--- src/rtl/rr_decode_arbiter.sv ---
// rtl/rr_decode_arbiter.sv - round-robin arbiter driving an active-low 2:4 grant
module rr_decode_arbiter #(
    parameter int HOLD_MAX = 8
) (
    input  logic       clk,
    input  logic       rst,
    input  logic       en,
    input  logic [3:0] req,
    input  logic       done,
    output logic [1:0] sel,
    output logic       gnt_valid,
    output logic [3:0] gnt_n,
    output logic [7:0] busy_cnt
);

    typedef enum logic {
        IDLE,
        GRANT
    } state_t;

    localparam logic [7:0] HOLD_LAST = 8'(HOLD_MAX - 1);

    state_t     state;
    logic [1:0] pri;
    logic [1:0] winner;
    logic [1:0] idx;
    logic       release_now;

    // Scan from the highest offset down so the lowest offset from pri wins.
    always_comb begin
        winner = pri;
        idx    = pri;
        for (int k = 3; k >= 0; k--) begin
            idx = pri + 2'(k);
            if (req[idx]) begin
                winner = idx;
            end
        end
    end

    assign release_now = done || !req[sel] || !en || (busy_cnt == HOLD_LAST);

    always_ff @(posedge clk or posedge rst) begin
        if (rst) begin
            state     <= IDLE;
            sel       <= 2'b00;
            gnt_valid <= 1'b0;
            gnt_n     <= 4'b1111;
            busy_cnt  <= 8'd0;
            pri       <= 2'b00;
        end else begin
            case (state)
                IDLE: begin
                    busy_cnt <= 8'd0;
                    if (en && (|req)) begin
                        sel       <= winner;
                        gnt_valid <= 1'b1;
                        gnt_n     <= ~(4'b0001 << winner);
                        state     <= GRANT;
                    end
                end
                GRANT: begin
                    // Releasing always passes through IDLE, giving break-before-make.
                    if (release_now) begin
                        state     <= IDLE;
                        gnt_valid <= 1'b0;
                        gnt_n     <= 4'b1111;
                        busy_cnt  <= 8'd0;
                        pri       <= sel + 2'd1;
                    end else begin
                        busy_cnt <= busy_cnt + 8'd1;
                    end
                end
                default: begin
                    state     <= IDLE;
                    gnt_valid <= 1'b0;
                    gnt_n     <= 4'b1111;
                    busy_cnt  <= 8'd0;
                end
            endcase
        end
    end

endmodule

--- config.mk ---
export PLATFORM = sky130hd
export DESIGN_NAME = rr_decode_arbiter
export DESIGN_NICKNAME = d
export VERILOG_FILES = /design/src/rtl/rr_decode_arbiter.sv
export SDC_FILE = /design/constraint.sdc
export NUM_CORES = 1
export LEC_CHECK = 0
export CORE_ASPECT_RATIO = 1.25
export CORE_MARGIN = 1
export CORE_UTILIZATION = 35
export CTS_BUF_LIST = sky130_fd_sc_hd__clkbuf_4 sky130_fd_sc_hd__clkbuf_8 sky130_fd_sc_hd__clkbuf_16
export DETAILED_ROUTE_END_ITERATION = 8
export PLACE_DENSITY = 0.66
export SETUP_SLACK_MARGIN = 0.5
export SLEW_MARGIN = 5
export SYNTH_ARGS = -nofsm -noshare
export SYNTH_HDL_FRONTEND = slang
export SYNTH_SLANG_ARGS = --single-unit
--- constraint.sdc ---
create_clock -name clk -period 3 [get_ports clk]
set_input_delay 0.6 -clock clk [delete_from_list [all_inputs] [get_ports clk]]
set_output_delay 0.6 -clock clk [all_outputs]
set_load 0.01 [all_outputs]
==> flow_summary_export.csv <==
group,metric,value,unit
sta,setup_tns,0,ns
critical_path,arrival,2.30,ns
sta,finalCritPeriodShare,68.8,%
critical_path,cp_slowest_cell,"or4_1",
critical_path,path_delay_family,"simple AND/OR/NAND/NOR gates",
yosys,async_reset_ff_share,100,%
route,top_layer,"met4",
yosys,yosys_warnings,0,
route,wl_per_cell,13.0,um
yosys,synthXorXnorAreaFrac,6.62,%
global_route,grt_pass1_vias,726,
clock_tree,numClockSinks,18,
critical_path,crit_required,3.23,ns
yosys,synth_compound_area_share,14.7,%
yosys,synthAdderAreaFrac,1.35,%
sta,worst_pin_slew,0.664,ns
sta,period_minus_slack,2.06,ns
global_route,grt_max_degree,19,
yosys,synth_area_leader_cell,"dfrtp_1",
clock_tree,insertion_delay,0.30,ns
route,drc,0,
route,drt-total-wl,1.90,mm
critical_path,end_kind,"register",
sta,setup_viol,0,
floorplan,core,2480,um^2
cells_and_area,antennaDiodeCount,0,
power,p_per_area,635,nW/um^2
critical_path,crit_chain,"clkdlybuf4s50_1 > or4_1 > and3_1 > o31ai_1 > a2bb2oi_1",
yosys,synth_mux_area_share,5.14,%
yosys,synth_top_family_by_area,"simple AND/OR/NAND/NOR gates",
floorplan,die_h,59.5,um
yosys,yosys-top-cells-area,"dfrtp_1, dfstp_2, nor2_1",
critical_path,path_buf_inv,1,
yosys,synthCells,89,
global_route,grt_pass1_wl,3.11,mm
cells_and_area,nets,123,
route,drtPass1Iterations,4,
floorplan,start_util,37.4,%
yosys,yosysTopAreaCellShare,37.8,%
global_route,grt_usage,15.4,%
sta,finalClockSkew,0.0133,ns
clock_tree,cts_tree,"built",
critical_path,slowest_delay,0.58,ns
yosys,synth_cell_types,35,
flow_run,max-cap-violations,0,
clock_tree,cts-resized-gates,0,
cells_and_area,area_delta_synth_final,30.9,%
power,ir_worst_vdd,293,uV
floorplan,dieArea,2860,um^2
power,p_leak,0.495,nW
sta,max_freq,484,MHz
critical_path,crit_path_start_kind,"primary input",
sta,finalHoldViolCount,0,
sta,whs,0.501,ns
clock_tree,cts_buffers,3,
cells_and_area,layout-drive-gt1-share,12.4,%
clock_tree,cts_buffer_depth,2,
yosys,netlist_area,926,um^2
sta,slew_headroom,55.7,%
yosys,mappedNetlistNets,98,
clock_tree,post_cts_buffers,0,
route,vias,733,
clock_tree,cts_hold_buf,0,
route,wl_met1,886,um
yosys,synth-simple-area-share,20.1,%
route,wl_met2,913,um
sta,rsz0062_at_grt,"no",
yosys,syn_area_per_cell,10.4,um^2
yosys,synth-edff-count,0,
yosys,ys_ff_latch,18,
run_status,status,"finished, final reports clean",
route,viasPerCell,5.02,
placement,port_buffers,22,
hold_path,min_path_type,"register to register",
route,met3_wirelength,75,um
clock_tree,root_buffer,"clkbuf_4",
floorplan,rows,20,
global_route,antenna_found_initial,0,
placement,gp_congestion,0.785,
clock_tree,path_clk_slew,0.11,ns
global_route,grt_overflow_total,0,
route,ant_nets,0,
yosys,synth_ff_type,"dfrtp_1",
critical_path,cp_max_fo,6,
sta,drv_slew,0,
yosys,ys_top_cells_by_count,"nor2_1, dfrtp_1, nand2_1",
placement,dpl.hpwl,1.43,mm
clock_tree,cts.htree.levels,1,
floorplan,io_pins,23,
yosys,synth_seq_area_share,49.2,%
yosys,synth.most_common_cell,"nor2_1",
route,first_iter_violations,11,
critical_path,worstSetupPathType,"primary input to register",
floorplan,die_w,48.0,um
## sequential cells by signal, indices dropped and copies added (netlist names)
name / flops
state: 1
sel: 2
busy_cnt: 8
gnt_n: 4
gnt_valid: 1
pri: 2
## routing by layer
layer  vias up  track usage [%]
met5         -                0
met4         0             5.95
met3         5             1.83
met2        23             25.7
met1       349             19.8
li1        356                -
## cells in the final DEF, fill, tap and decap left out, types with 2 or more instances in the layout
cell              n
nor2b_1           3
clkbuf_4          3
xnor2_1           4
inv_1             4
nand2b_1          2
dfstp_2           4
nand2_1           6
o21a_1            2
a21oi_1           2
xor2_1            3
clkdlybuf4s50_1  22
a2bb2oi_1         2
a22oi_1           2
dfrtp_1          14
nand3_1           3
nor2_1           17
## final cells by class
type	instances	area, um^2
well taps	33	41.3
repair buffers	22	220
clock buffers	4	36.3
flip-flops and latches	18	455
multi-input cells	65	444
inverters	4	15.0
fillers	225	1260
## kinds of logic after synthesis
kind of cell | Yosys count
compound gates | 16
xor+xnor | 7
fa+ha+maj | 1
buf+inv | 6
flops | 18
mux | 3
simple gates | 38
## where the power goes
group          internal (mW)  switching, mW  total (mW)
registers              0.304         0.0512       0.355
clock network         0.0740         0.0733       0.147
logic                  0.153          0.115       0.268
## stage by stage
| stage | power (mW) | area, um^2 | cells | utilization, % | setup WS, ns |
|---|---|---|---|---|---|
| floorplan | 0.514 | 926 | 89 | - | 1.22 |
| global placement | 0.627 | 1180 | 142 | 47.5 | 0.695 |
| detailed placement | 0.631 | 1180 | 142 | 47.5 | 0.646 |
| CTS | 0.778 | 1210 | 146 | 48.9 | 0.944 |
| global route | 0.818 | 1210 | 146 | 48.9 | 0.893 |
| finish | 0.770 | 1210 | 146 | 48.9 | 0.935 |
## path summary, 6_finish.rpt
kind | from | endpoint | slack, ns | cells after the start
hold / removal | busy_cnt[0]$_DFF_PP0_ | busy_cnt[0]$_DFF_PP0_ | 0.50 | 1
max in group asynchronous | rst | sel[1]$_DFFE_PP0P_ | 1.88 | 2
setup / recovery | req[3] | gnt_n[0]$_DFFE_PP1P_ | 0.94 | 5
hold reg to reg | busy_cnt[0]$_DFF_PP0_ | busy_cnt[0]$_DFF_PP0_ | 0.50 | 1
setup reg to reg | busy_cnt[3]$_DFF_PP0_ | pri[1]$_DFFE_PP0P_ | 1.18 | 4
min in group asynchronous | rst | gnt_valid$_DFFE_PP0P_ | 0.68 | 2
(Power assumes the default switching activity.)
